### config.mk
export PLATFORM = sky130hd
export DESIGN_NAME = qnigma_x25519_rd_flat
export DESIGN_NICKNAME = d
export VERILOG_FILES = /design/src/rtl/qnigma_x25519_rd_if.sv /design/src/rtl/qnigma_x25519_rd.sv /design/src/flat_wrapper.sv
export SDC_FILE = /design/constraint.sdc
export NUM_CORES = 1
export LEC_CHECK = 0
export CORE_ASPECT_RATIO = 0.7
export CORE_MARGIN = 2
export CORE_UTILIZATION = 33
export CTS_CLUSTER_DIAMETER = 200
export CTS_CLUSTER_SIZE = 16
export DETAILED_ROUTE_END_ITERATION = 6
export SLEW_MARGIN = 20
export SYNTH_ARGS = -nofsm -noshare
export SYNTH_HDL_FRONTEND = slang
export SYNTH_SLANG_ARGS = --single-unit
### constraint.sdc
create_clock -name clk -period 3.8 [get_ports clk]
set_clock_uncertainty 0.05 [all_clocks]
set_input_delay 0.95 -clock clk [delete_from_list [all_inputs] [get_ports clk]]
set_output_delay 0.95 -clock clk [all_outputs]
set_load 0.03 [all_outputs]
### src/rtl/qnigma_x25519_rd_if.sv
// Result-readout bus for qnigma_x25519_rd.
//   start/busy          : readout trigger from the ECP core, collector busy flag
//   ext_rd_req/ptr      : one-shot read request and register pointer to the ALU
//   ext_rd_val/dat/eof  : ALU word stream, least-significant word first
//   key/key_zero/key_val/key_rdy : assembled key to the protocol layer
//   err                 : one-cycle frame/timeout error pulse
// slave is the collector's view, master the surrounding system's view.
interface qnigma_x25519_rd_if #(
  parameter int W     = 256,
  parameter int WRD_W = 8,
  parameter int PTR_W = 5
);
  logic             start;
  logic             busy;
  logic             ext_rd_req;
  logic [PTR_W-1:0] ext_rd_ptr;
  logic             ext_rd_val;
  logic [WRD_W-1:0] ext_rd_dat;
  logic             ext_rd_eof;
  logic [W-1:0]     key;
  logic             key_zero;
  logic             key_val;
  logic             key_rdy;
  logic             err;

  modport slave (
    input  start, ext_rd_val, ext_rd_dat, ext_rd_eof, key_rdy,
    output busy, ext_rd_req, ext_rd_ptr, key, key_zero, key_val, err
  );

  modport master (
    output start, ext_rd_val, ext_rd_dat, ext_rd_eof, key_rdy,
    input  busy, ext_rd_req, ext_rd_ptr, key, key_zero, key_val, err
  );
endinterface

### src/rtl/qnigma_x25519_rd.sv
// X25519 result collector. On start it requests the u-coordinate register
// from the ALU, shifts the little-endian word stream into a W-bit key,
// flags the all-zero shared secret and offers the key on key_val/key_rdy.
// Malformed frames (short, long) and missing eof raise a one-cycle err.
// Ports:
//   clk  : clock
//   rst  : asynchronous active-low reset
//   bus  : qnigma_x25519_rd_if.slave (see interface header)
module qnigma_x25519_rd #(
  parameter int W       = 256,
  parameter int WRD_W   = 8,
  parameter int WORDS   = W / WRD_W,
  parameter int PTR_W   = 5,
  parameter int RES_PTR = 0,
  parameter int TIMEOUT = 1024
) (
  input logic               clk,
  input logic               rst,
  qnigma_x25519_rd_if.slave bus
);
  localparam int WC_W = $clog2(WORDS + 1);
  localparam int TC_W = $clog2(TIMEOUT);

  typedef enum logic [2:0] {IDLE, REQ, RECV, CHECK, OUT, FAIL} state_t;

  state_t          state;
  logic [WC_W-1:0] wcnt;
  logic [TC_W-1:0] tcnt;
  logic            zacc;  // every word so far was zero
  logic            lerr;  // long frame seen in this readout

  // Word beat bookkeeping; the counter saturates at WORDS so an extra word
  // is recognised as a long frame rather than wrapping.
  logic            beat;
  logic            over;
  logic [WC_W-1:0] wcnt_nx;

  assign beat    = bus.ext_rd_val && (wcnt < WC_W'(WORDS));
  assign over    = bus.ext_rd_val && (wcnt == WC_W'(WORDS));
  assign wcnt_nx = beat ? wcnt + WC_W'(1) : wcnt;

  assign bus.ext_rd_ptr = PTR_W'(RES_PTR);

  always_ff @(posedge clk or negedge rst) begin
    if (!rst) begin
      state          <= IDLE;
      bus.busy       <= 1'b0;
      bus.ext_rd_req <= 1'b0;
      bus.key_val    <= 1'b0;
      bus.key_zero   <= 1'b0;
      bus.err        <= 1'b0;
      bus.key        <= '0;
      wcnt           <= '0;
      tcnt           <= '0;
      zacc           <= 1'b1;
      lerr           <= 1'b0;
    end else begin
      case (state)
        IDLE: begin
          if (bus.start) begin
            state          <= REQ;
            bus.busy       <= 1'b1;
            bus.ext_rd_req <= 1'b1;
          end
        end
        REQ: begin
          bus.ext_rd_req <= 1'b0;
          wcnt           <= '0;
          tcnt           <= '0;
          zacc           <= 1'b1;
          lerr           <= 1'b0;
          state          <= RECV;
        end
        RECV: begin
          tcnt <= tcnt + TC_W'(1);
          if (beat) begin
            bus.key <= {bus.ext_rd_dat, bus.key[W-1:WRD_W]};
            zacc    <= zacc & (bus.ext_rd_dat == '0);
            wcnt    <= wcnt_nx;
          end
          if (over) lerr <= 1'b1;
          // eof judges the count including a word arriving on the same beat.
          if (bus.ext_rd_eof) begin
            if (wcnt_nx == WC_W'(WORDS) && !lerr && !over) begin
              state <= CHECK;
            end else begin
              state   <= FAIL;
              bus.err <= 1'b1;
            end
          end else if (tcnt == TC_W'(TIMEOUT - 2)) begin
            // The counter reaches TIMEOUT-1 on this edge; err shows in the
            // same cycle, TIMEOUT cycles after the request.
            state   <= FAIL;
            bus.err <= 1'b1;
          end
        end
        CHECK: begin
          bus.key_zero <= zacc;
          bus.key_val  <= 1'b1;
          state        <= OUT;
        end
        OUT: begin
          if (bus.key_val && bus.key_rdy) begin
            bus.key_val <= 1'b0;
            bus.busy    <= 1'b0;
            state       <= IDLE;
          end
        end
        FAIL: begin
          bus.err  <= 1'b0;
          bus.busy <= 1'b0;
          state    <= IDLE;
        end
        default: state <= IDLE;
      endcase
    end
  end
endmodule
### src/flat_wrapper.sv
// flat-port wrapper written by rule: the top's interface ports become plain ports
module qnigma_x25519_rd_flat 
#(
  parameter int W       = 256,
  parameter int WRD_W   = 8,
  parameter int WORDS   = W / WRD_W,
  parameter int PTR_W   = 5,
  parameter int RES_PTR = 0,
  parameter int TIMEOUT = 1024
)
  (clk, rst, bus_start, bus_ext_rd_val, bus_ext_rd_dat, bus_ext_rd_eof, bus_key_rdy, bus_busy, bus_ext_rd_req, bus_ext_rd_ptr, bus_key, bus_key_zero, bus_key_val, bus_err);
  qnigma_x25519_rd_if #(.W(W), .WRD_W(WRD_W), .PTR_W(PTR_W)) bus_i ();
  input logic clk;
  input logic rst;
  input wire logic [$bits(bus_i.start)-1:0] bus_start;
  input wire logic [$bits(bus_i.ext_rd_val)-1:0] bus_ext_rd_val;
  input wire logic [$bits(bus_i.ext_rd_dat)-1:0] bus_ext_rd_dat;
  input wire logic [$bits(bus_i.ext_rd_eof)-1:0] bus_ext_rd_eof;
  input wire logic [$bits(bus_i.key_rdy)-1:0] bus_key_rdy;
  output wire logic [$bits(bus_i.busy)-1:0] bus_busy;
  output wire logic [$bits(bus_i.ext_rd_req)-1:0] bus_ext_rd_req;
  output wire logic [$bits(bus_i.ext_rd_ptr)-1:0] bus_ext_rd_ptr;
  output wire logic [$bits(bus_i.key)-1:0] bus_key;
  output wire logic [$bits(bus_i.key_zero)-1:0] bus_key_zero;
  output wire logic [$bits(bus_i.key_val)-1:0] bus_key_val;
  output wire logic [$bits(bus_i.err)-1:0] bus_err;
  assign bus_i.start = bus_start;
  assign bus_i.ext_rd_val = bus_ext_rd_val;
  assign bus_i.ext_rd_dat = bus_ext_rd_dat;
  assign bus_i.ext_rd_eof = bus_ext_rd_eof;
  assign bus_i.key_rdy = bus_key_rdy;
  assign bus_busy = bus_i.busy;
  assign bus_ext_rd_req = bus_i.ext_rd_req;
  assign bus_ext_rd_ptr = bus_i.ext_rd_ptr;
  assign bus_key = bus_i.key;
  assign bus_key_zero = bus_i.key_zero;
  assign bus_key_val = bus_i.key_val;
  assign bus_err = bus_i.err;
  qnigma_x25519_rd #(.W(W), .WRD_W(WRD_W), .WORDS(WORDS), .PTR_W(PTR_W), .RES_PTR(RES_PTR), .TIMEOUT(TIMEOUT)) u_core (.clk(clk), .rst(rst), .bus(bus_i));
endmodule
==> results.json, run 1 <==
{
  "drt_first_pass_iters": 5,
  "ys.flop_type": "dfrtp_1",
  "hold_viol_final": 0,
  "htreeDepth": 1,
  "pin_count": 280,
  "met2_usage_pct": 25.4,
  "synth_compound_area_share_pct": 3.11,
  "seq_power_share_pct": 46.8,
  "yosys.area_share.simple_pct": 28.8,
  "synth_top_family_by_area": "simple AND/OR/NAND/NOR gates",
  "cp.depth": 1,
  "pwr-share-comb_pct": 26.5,
  "yosys.area_share.adder_pct": 0.451,
  "setup_ws_ns": 1.10,
  "clkTransAtPathRegs_ns": 0.08,
  "seq_area_frac_synth_pct": 63.5,
  "power_per_cell_area_nw_per_um2": 522,
  "min_path_type": "in -> async",
  "fin_nets": 1516,
  "async_flop_share_pct": 100,
  "post-synth-top-count-cell": "nand2_1",
  "gp_congestion": 0.753,
  "yosysWarnings": 0,
  "r2r_slack_ns": 1.35,
  "met3_usage_pct": 4.35,
  "seq_area_um2": 7060,
  "cts_setup_buffers": 0,
  "cp_slowest_cell": "clkdlybuf4s50_1",
  "gr-usage-met1_pct": 25.0,
  "post-dp-hpwl_um": 20200,
  "cts_tree": "yes",
  "p_sw_mw": 2.72,
  "drive_gt1_share_pct": 3.32,
  "rsz0062_at_grt": "no",
  "r2r_start": "u_core.state[0]$_DFFE_PN0P_",
  "synth.area.mux_share_pct": 0.0901,
  "via_per_inst": 4.57,
  "globalRoute.busiestLayer": "met2",
  "grt_antenna_before_repair": 0,
  "synth_area_per_cell_um2": 8.89,
  "setup.worst_path.end": "bus_key[220]",
  "cp_slowest_stage_delay_ns": 0.74,
  "postRouteAntennaNets": 0,
  "r2r-end": "u_core.bus.key[76]$_DFFE_PN0P_",
  "dp_slack_ns": 0.744,
  "drv_slew": 0,
  "numCtsBuffers": 21,
  "worstSetupPathType": "reg -> out",
  "crit_buf_inv": 1,
  "cap_viol_max_count": 0,
  "min_period_ns": 2.70,
  "crit_family": "buffers and inverters",
  "tns_ns": 0,
  "synth_top_cells_by_count": "nand2_1, dfrtp_1, buf_4, clkbuf_1, o21ai_0",
  "synth_top_area_share_pct": 63.3,
  "grt_pass1_vias": 8516,
  "wirelength_um": 30300,
  "synth-xor-area-share_pct": 0.315,
  "numPortBuffers": 274,
  "overflow": 0,
  "post-route-period-util_pct": 70.9,
  "worstSetupStartpoint": "u_core.bus.key[220]$_DFFE_PN0P_",
  "peakVddDrop_v": 0.000335,
  "clkPwrFrac_pct": 26.7,
  "diodes": 0,
  "fmax_ghz": 0.371,
  "ys_types": 46,
  "status": "completed",
  "worstPathCellList": "clkdlybuf4s50_1",
  "postCtsHoldBufs": 0,
  "clock_latency_ns": 0.53,
  "remaining_drc_errors": 0,
  "vias": 8864,
  "fp.dieW_um": 223,
  "cp-start-kind": "register",
  "coreArea_um2": 33400,
  "ys_ff_latch": 282,
  "netlist_instances": 1249,
  "grt_usage_pct": 17.0,
  "power.leakage_nw": 7.69,
  "netlist_area_um2": 11100,
  "critPathArrivalTime_ns": 1.70,
  "yosysTopAreaCell": "dfrtp_1",
  "die_h_um": 158,
  "reg2regPathDepth": 5,
  "setup_viol": 0,
  "ctsResizeCount": 0,
  "root_buffer": "clkbuf_16",
  "cts_sinks": 282,
  "grt_start_max_net_pins": 105,
  "max_slew.worst_pin.slew_ns": 0.708,
  "critPathMaxFanout": 3,
  "cts_buffer_depth": 3,
  "endpoint_kind": "output port",
  "synth-edff-count": 0,
  "crit_required_ns": 2.80,
  "die-area_um2": 35200,
  "start_util_pct": 33.3,
  "drt_iter0_markers": 719,
  "grt_pass1_wl_um": 47900,
  "p_int_mw": 5.04,
  "synthTopCellsByArea": "dfrtp_1, nand2_1, buf_4, o21ai_0, clkbuf_1",
  "power.share.switching_pct": 35.1,
  "fillCellCount": 3255,
  "wl_per_cell_um": 15.6,
  "multi_input_area_um2": 3670,
  "rows": 56,
  "syn_to_final_growth_pct": 33.9,
  "relSlewSlack_pct": 52.8
}
==> area by class of cell <==
class	instances	area share [%]
flip-flops and latches	282	47.5
multi-input cells	895	24.7
repair buffers	292	20.3
clock buffers	28	3.71
well taps	435	3.66
inverters	6	0.151
clock inverters	1	0.0589
==> power by group through the flow <==
stage	clock (mW)	sequential, mW	combinational, mW
global route	2.28	3.69	2.22
floorplan	0	4.09	0.750
finish	2.07	3.63	2.06
CTS	2.16	3.64	2.09
detailed placement	0	3.70	2.09
global placement	0	3.68	2.07
==> state kept, by name (all words and copies together), names as in the netlist <==
signal and flops:
u_core.bus.key_zero 1, u_core.bus.err 1, u_core.bus.key_val 1, u_core.tcnt 10, u_core.bus.busy 1, u_core.state 3, u_core.lerr 1, u_core.zacc 1
u_core.bus.ext_rd_req 1, u_core.wcnt 6, u_core.bus.key 256
==> metal layers <==
metal / share of wire [%] / vias to the layer above
li1: - / 4332
met1: 49 / 4315
met2: 44 / 187
met3: 5.7 / 30
met4: 1.3 / 0
met5: 0 / -
==> cell families after synthesis <==
group,after synthesis
AND/OR/NAND/NOR,830
flip-flops,282
buffers and inverters,76
AO/OA/AOI/OAI,51
adder cells (fa/ha/maj),4
XOR/XNOR,4
other,1
multiplexers,1
==> how the worst min path moves through the flow <==
| stage | start | endpoint | slack, ns | cells after the start |
|---|---|---|---|---|
| after floorplan | u_core.tcnt[7]$_DFFE_PN0P_ | u_core.tcnt[7]$_DFFE_PN0P_ | 0.41 | 1 |
| after global placement | u_core.bus.key[6]$_DFFE_PN0P_ | u_core.bus.key[6]$_DFFE_PN0P_ | 0.41 | 2 |
| after detailed placement | u_core.bus.key[7]$_DFFE_PN0P_ | u_core.bus.key[7]$_DFFE_PN0P_ | 0.42 | 2 |
| after CTS | rst | u_core.bus.key[30]$_DFFE_PN0P_ | 0.34 | 1 |
| after global routing | rst | u_core.bus.key[7]$_DFFE_PN0P_ | 0.36 | 1 |
| final | rst | u_core.bus.key[7]$_DFFE_PN0P_ | 0.34 | 1 |
==> placed cells by master, fill, tap and decap left out, types with 2 or more instances in the layout <==
cell / Yosys / final
a21oi_1: 8 / 8
clkbuf_1: 29 / 7
clkbuf_16: 0 / 21
o21ai_0: 23 / 23
clkdlybuf4s50_1: 0 / 273
a31oi_1: 2 / 2
nand2_1: 789 / 788
nand3_1: 15 / 15
a22oi_1: 3 / 3
xor2_1: 3 / 3
nor4_1: 2 / 2
nor2_1: 10 / 10
buf_4: 29 / 7
a21o_1: 2 / 2
conb_1: 1 / 5
a41oi_1: 2 / 2
nor3_1: 2 / 2
buf_12: 0 / 11
inv_1: 5 / 5
a22o_1: 2 / 2
and3_1: 2 / 2
dfrtp_1: 281 / 281
ha_1: 4 / 4
==> stage by stage <==
step	area [µm²]	std cells	hold slack (ns)	util, %	total power [mW]
finish	14900	1939	0.338	44.6	7.77
global route	14900	1939	0.357	44.6	8.19
floorplan	11100	1253	0.408	-	4.84
CTS	14900	1939	0.339	44.6	7.89
detailed placement	14300	1910	0.418	42.9	5.78
global placement	14300	1910	0.411	42.9	5.75
Power figures use the tool's default switching activity.
==> inputs of run 2 (changes only) <==
clock period = 2.2 ns   (was 3.8 ns; I/O delays follow)
==> results.json, run 2 (same netlist as run 1, synthesis figures left out) <==
{
  "tns_ns": 0,
  "grt_start_max_net_pins": 78,
  "drt_first_pass_iters": 5,
  "max_slew.worst_pin.slew_ns": 0.552,
  "fin_nets": 1562,
  "crit_family": "buffers and inverters",
  "root_buffer": "clkbuf_16",
  "rsz0062_at_grt": "no",
  "dp_slack_ns": 0.00464,
  "grt_antenna_before_repair": 0,
  "post-dp-hpwl_um": 22100,
  "numPortBuffers": 274,
  "syn_to_final_growth_pct": 37.2,
  "final_cell_mix": "nand2_1, dfrtp_1, dlygate4sd2_1",
  "fin_util_pct": 45.7,
  "die_h_um": 158,
  "coreArea_um2": 33400,
  "worstPathCellList": "clkdlybuf4s50_1",
  "relSlewSlack_pct": 63.2,
  "routed-wl-met2_um": 14000,
  "htreeDepth": 1,
  "min_path_type": "reg -> reg",
  "crit_required_ns": 1.60,
  "cap_viol_max_count": 0,
  "rows": 56,
  "peakVddDrop_v": 0.000564,
  "cts_buffer_depth": 3,
  "setup_ws_ns": 0.0429,
  "cp_slowest_stage_delay_ns": 0.68,
  "met1_length_um": 14800,
  "drt_iter0_markers": 561,
  "min_period_ns": 2.16,
  "cp_slowest_cell": "clkdlybuf4s50_1",
  "diodes": 0,
  "wirelength_um": 31100,
  "cts_tree": "yes",
  "power.leakage_nw": 9.60,
  "grt_pass1_wl_um": 50100,
  "fp.dieW_um": 223,
  "gp_congestion": 0.777,
  "vias": 9036,
  "die-area_um2": 35200,
  "pin_count": 280,
  "post-route-period-util_pct": 98.0,
  "top_layer": "met4",
  "fmax_ghz": 0.464,
  "hold_viol_final": 0,
  "dr_wl_met3_um": 1840,
  "overflow": 0,
  "top_regs": "u_core.bus.key: 256 flops, u_core.tcnt: 10 flops, u_core.wcnt: 6 flops",
  "clkTransAtPathRegs_ns": 0.07,
  "final_common_cell": "nand2_1",
  "drv_slew": 0,
  "setup_viol": 0,
  "remaining_drc_errors": 0,
  "power_per_cell_area_nw_per_um2": 879,
  "cts_sinks": 282,
  "postRouteAntennaNets": 0,
  "status": "completed",
  "via_per_inst": 4.57,
  "top_register": "u_core.bus.key",
  "numCtsBuffers": 21,
  "cts_setup_buffers": 0,
  "clock_latency_ns": 0.52,
  "wl_per_cell_um": 15.7,
  "critPathArrivalTime_ns": 1.56,
  "cp-start-kind": "register",
  "grt_usage_pct": 17.7,
  "endpoint_kind": "output port",
  "start_util_pct": 33.3,
  "worstSetupPathType": "reg -> out",
  "largest_reg_flops": 256,
  "critPathMaxFanout": 3,
  "crit_buf_inv": 1,
  "grt_pass1_vias": 8949,
  "drive_gt1_share_pct": 6.16
}
run 2: changes by cell type in the layout (fill, tap and decap cells not counted):
cell / previous run / this run
clkdlybuf4s50_1: 273 / 16
clkbuf_1: 7 / 0
dlymetal6s2s_1: 0 / 31
dlygate4sd3_1: 0 / 1
buf_12: 11 / 31
dlygate4sd2_1: 0 / 226
buf_4: 7 / 32
run 2: through the flow:
stage	cell area [µm²]	std cells	hold slack (ns)	total power [mW]
floorplan	11100	1253	0.204	8.35
CTS	15200	1978	0.430	13.6
detailed placement	14900	1955	0.412	10.4
finish	15200	1978	0.425	13.4
global placement	14900	1955	0.408	10.3
global route	15200	1978	0.462	14.2
run 2: worst paths after layout:
kind	startpoint	to	slack, ns	cells after the start
setup / recovery	u_core.bus.key[12]$_DFFE_PN0P_	bus_key[12]	0.04	1
max in group asynchronous	rst	u_core.zacc$_DFFE_PN1P_	0.86	3
setup reg to reg	u_core.state[1]$_DFFE_PN0P_	u_core.tcnt[5]$_DFFE_PN0P_	0.32	6
hold reg to reg	u_core.bus.key[1]$_DFFE_PN0P_	u_core.bus.key[1]$_DFFE_PN0P_	0.43	2
hold / removal	u_core.bus.key[1]$_DFFE_PN0P_	u_core.bus.key[1]$_DFFE_PN0P_	0.43	2
min in group asynchronous	rst	u_core.bus.key[4]$_DFFE_PN0P_	0.55	2
run 2: report_power, final:
| part | internal (mW) | leakage (nW) | switching, mW |
|---|---|---|---|
| clock | 1.70 | 0.263 | 1.78 |
| combinational | 1.27 | 5.45 | 2.46 |
| sequential | 5.71 | 3.89 | 0.464 |
run 2: area by class of cell:
| cell class | instances | area (µm²) |
|---|---|---|
| clock buffer | 21 | 526 |
| inverter | 6 | 22.5 |
| timing repair buffer | 338 | 3410 |
| sequential | 282 | 7060 |
| tap | 435 | 544 |
| clock inverter | 1 | 8.76 |
| multi-input combinational | 895 | 3670 |
| fill | 3253 | 18100 |
run 2: what timing repair did:
| action | in CTS | in global routing |
|---|---|---|
| hold buffers | 1 | 0 |
| endpoints found under the hold margin | 53 | 0 |
| setup endpoints to repair | 226 | 31 |
| resized for setup | 226 | 31 |
run 2: worst register-to-register path, delay by kind of cell (launching register included):
family | cells | cell delay, ns
DFF | 1 | 0.51
and+or+nand+nor | 4 | 0.91
AOI/OAI and AO/OA | 1 | 0.09
buffers and inverters | 1 | 0.20
run 2: layer usage:
layer	global-route usage [%]	up-vias
met2	27.7	198
met3	4.35	28
li1	-	4421
met4	2.73	0
met1	25.4	4389
met5	0	-
==> inputs of run 3 (changes only) <==
MAX_ROUTING_LAYER = met4   (was unset)
REMOVE_ABC_BUFFERS = 1   (was unset)
==> results.json, run 3 (same netlist as run 1, synthesis figures left out) <==
{
  "setup_viol": 0,
  "gp_congestion": 0.803,
  "fin_util_pct": 45.4,
  "vias": 8965,
  "power.share.switching_pct": 34.9,
  "clkTransAtPathRegs_ns": 0.07,
  "rows": 56,
  "min_path_type": "reg -> reg",
  "p_sw_mw": 4.63,
  "wirelength_um": 29900,
  "reg2regPathDepth": 7,
  "clock_latency_ns": 0.52,
  "grt_antenna_before_repair": 0,
  "grt_usage_pct": 17.6,
  "drt_iter0_markers": 710,
  "critPathMaxFanout": 2,
  "htreeDepth": 1,
  "drt_first_pass_iters": 5,
  "root_buffer": "clkbuf_16",
  "cap_viol_max_count": 0,
  "grt_pass1_wl_um": 48400,
  "cp_slowest_cell": "clkdlybuf4s50_1",
  "diodes": 0,
  "cp-start-kind": "register",
  "final_cells": 1980,
  "relSlewSlack_pct": 63.7,
  "wl_per_cell_um": 15.1,
  "numPortBuffers": 274,
  "fin_nets": 1557,
  "postRouteAntennaNets": 0,
  "pin_count": 280,
  "max_slew.worst_pin.slew_ns": 0.545,
  "min_period_ns": 2.14,
  "crit_required_ns": 1.60,
  "die-area_um2": 35200,
  "drive_gt1_share_pct": 5.83,
  "hold_viol_final": 0,
  "power.leakage_nw": 9.73,
  "fillCellCount": 3309,
  "largest_reg_flops": 256,
  "top_register": "u_core.bus.key",
  "final_cell_mix": "nand2_1, dfrtp_1, dlygate4sd2_1",
  "cts_tree": "yes",
  "peakVddDrop_v": 0.000724,
  "crit_buf_inv": 1,
  "dp_slack_ns": -0.116,
  "cp.depth": 1,
  "via_per_inst": 4.53,
  "worstSetupPathType": "reg -> out",
  "critPathArrivalTime_ns": 1.54,
  "top_regs": "u_core.bus.key: 256 flops, u_core.tcnt: 10 flops, u_core.wcnt: 6 flops",
  "fmax_ghz": 0.467,
  "rsz0062_at_grt": "no",
  "numCtsBuffers": 21,
  "seq_power_share_pct": 46.6,
  "hold_depth": 2,
  "fp.dieW_um": 223,
  "remaining_drc_errors": 0,
  "p_int_mw": 8.63,
  "dp_cells": 1950,
  "status": "completed",
  "post-dp-hpwl_um": 21000,
  "worstPathCellList": "clkdlybuf4s50_1",
  "start_util_pct": 33.3,
  "overflow": 0,
  "post-route-period-util_pct": 97.2,
  "cts_buffer_depth": 3,
  "die_h_um": 158,
  "setup_ws_ns": 0.0608,
  "coreArea_um2": 33400,
  "endpoint_kind": "output port",
  "cts_sinks": 282,
  "power_per_cell_area_nw_per_um2": 876,
  "crit_family": "buffers and inverters",
  "final_common_cell": "nand2_1",
  "pwr-share-comb_pct": 26.7,
  "clkPwrFrac_pct": 26.6,
  "grt_pass1_vias": 8874,
  "grt_start_max_net_pins": 115,
  "cp_slowest_stage_delay_ns": 0.68,
  "syn_to_final_growth_pct": 36.2,
  "drv_slew": 0
}
[run 3: power groups by stage]
stage / registers, mW / logic [mW] / clock network [mW]
5_1_grt: 6.27 / 3.88 / 3.87
2_1_floorplan: 7.12 / 1.06 / 0
6_report: 6.18 / 3.54 / 3.53
4_1_cts: 6.19 / 3.59 / 3.68
3_3_place_gp: 6.28 / 3.83 / 0
3_5_place_dp: 6.29 / 3.85 / 0
[run 3: through the flow]
step / power [mW] / cell area (µm²) / setup TNS (ns) / hold WS, ns
3_3_place_gp: 10.1 / 14700 / -14.44 / 0.411
3_5_place_dp: 10.1 / 14700 / -16.34 / 0.412
4_1_cts: 13.5 / 15000 / 0 / 0.429
5_1_grt: 14.0 / 15100 / 0 / 0.456
6_report: 13.3 / 15100 / 0 / 0.428
2_1_floorplan: 8.18 / 10700 / -883.19 / 0.204
[run 3: tightest hold or removal path: stages, from the launching register on]
cell and delay [ns]:
dfrtp_1 0.34, nand2_1 0.05, nand2_1 0.05
[run 3: final cells by class]
class / instances / area, µm² / area share [%]
Clock buffer: 28 / 552 / 3.65
Inverter: 6 / 22.5 / 0.149
Clock inverter: 1 / 8.76 / 0.0579
Timing Repair Buffer: 333 / 3270 / 21.6
Sequential cell: 282 / 7060 / 46.7
Tap cell: 435 / 544 / 3.60
Multi-Input combinational cell: 895 / 3670 / 24.2
[run 3: metal layers]
layer | global-route usage, % | vias to the layer above | routed length, µm
li1 | - | 4415 | -
met1 | 24.0 | 4268 | 14200
met2 | 26.4 | 248 | 12900
met3 | 4.91 | 34 | 2220
met4 | 3.21 | 0 | 539
met5 | - | - | 0
[run 3: final timing paths]
| path | startpoint | to | slack (ns) |
|---|---|---|---|
| min in group asynchronous | rst | u_core.bus.key[11]$_DFFE_PN0P_ | 0.53 |
| max reg2reg | u_core.wcnt[0]$_DFFE_PN0P_ | u_core.bus.err$_DFFE_PN0P_ | 0.28 |
| min reg2reg | u_core.bus.key[7]$_DFFE_PN0P_ | u_core.bus.key[7]$_DFFE_PN0P_ | 0.43 |
| min | u_core.bus.key[7]$_DFFE_PN0P_ | u_core.bus.key[7]$_DFFE_PN0P_ | 0.43 |
| max | u_core.bus.key[4]$_DFFE_PN0P_ | bus_key[4] | 0.06 |
| max in group asynchronous | rst | u_core.bus.key[23]$_DFFE_PN0P_ | 0.84 |
[run 3: what timing repair did]
| item | CTS | global route |
|---|---|---|
| hold endpoints to repair | 45 | 0 |
| gates resized for setup | 209 | 47 |
| setup endpoints to repair | 209 | 47 |
| setup buffers | 0 | 0 |
| hold buffers | 1 | 0 |
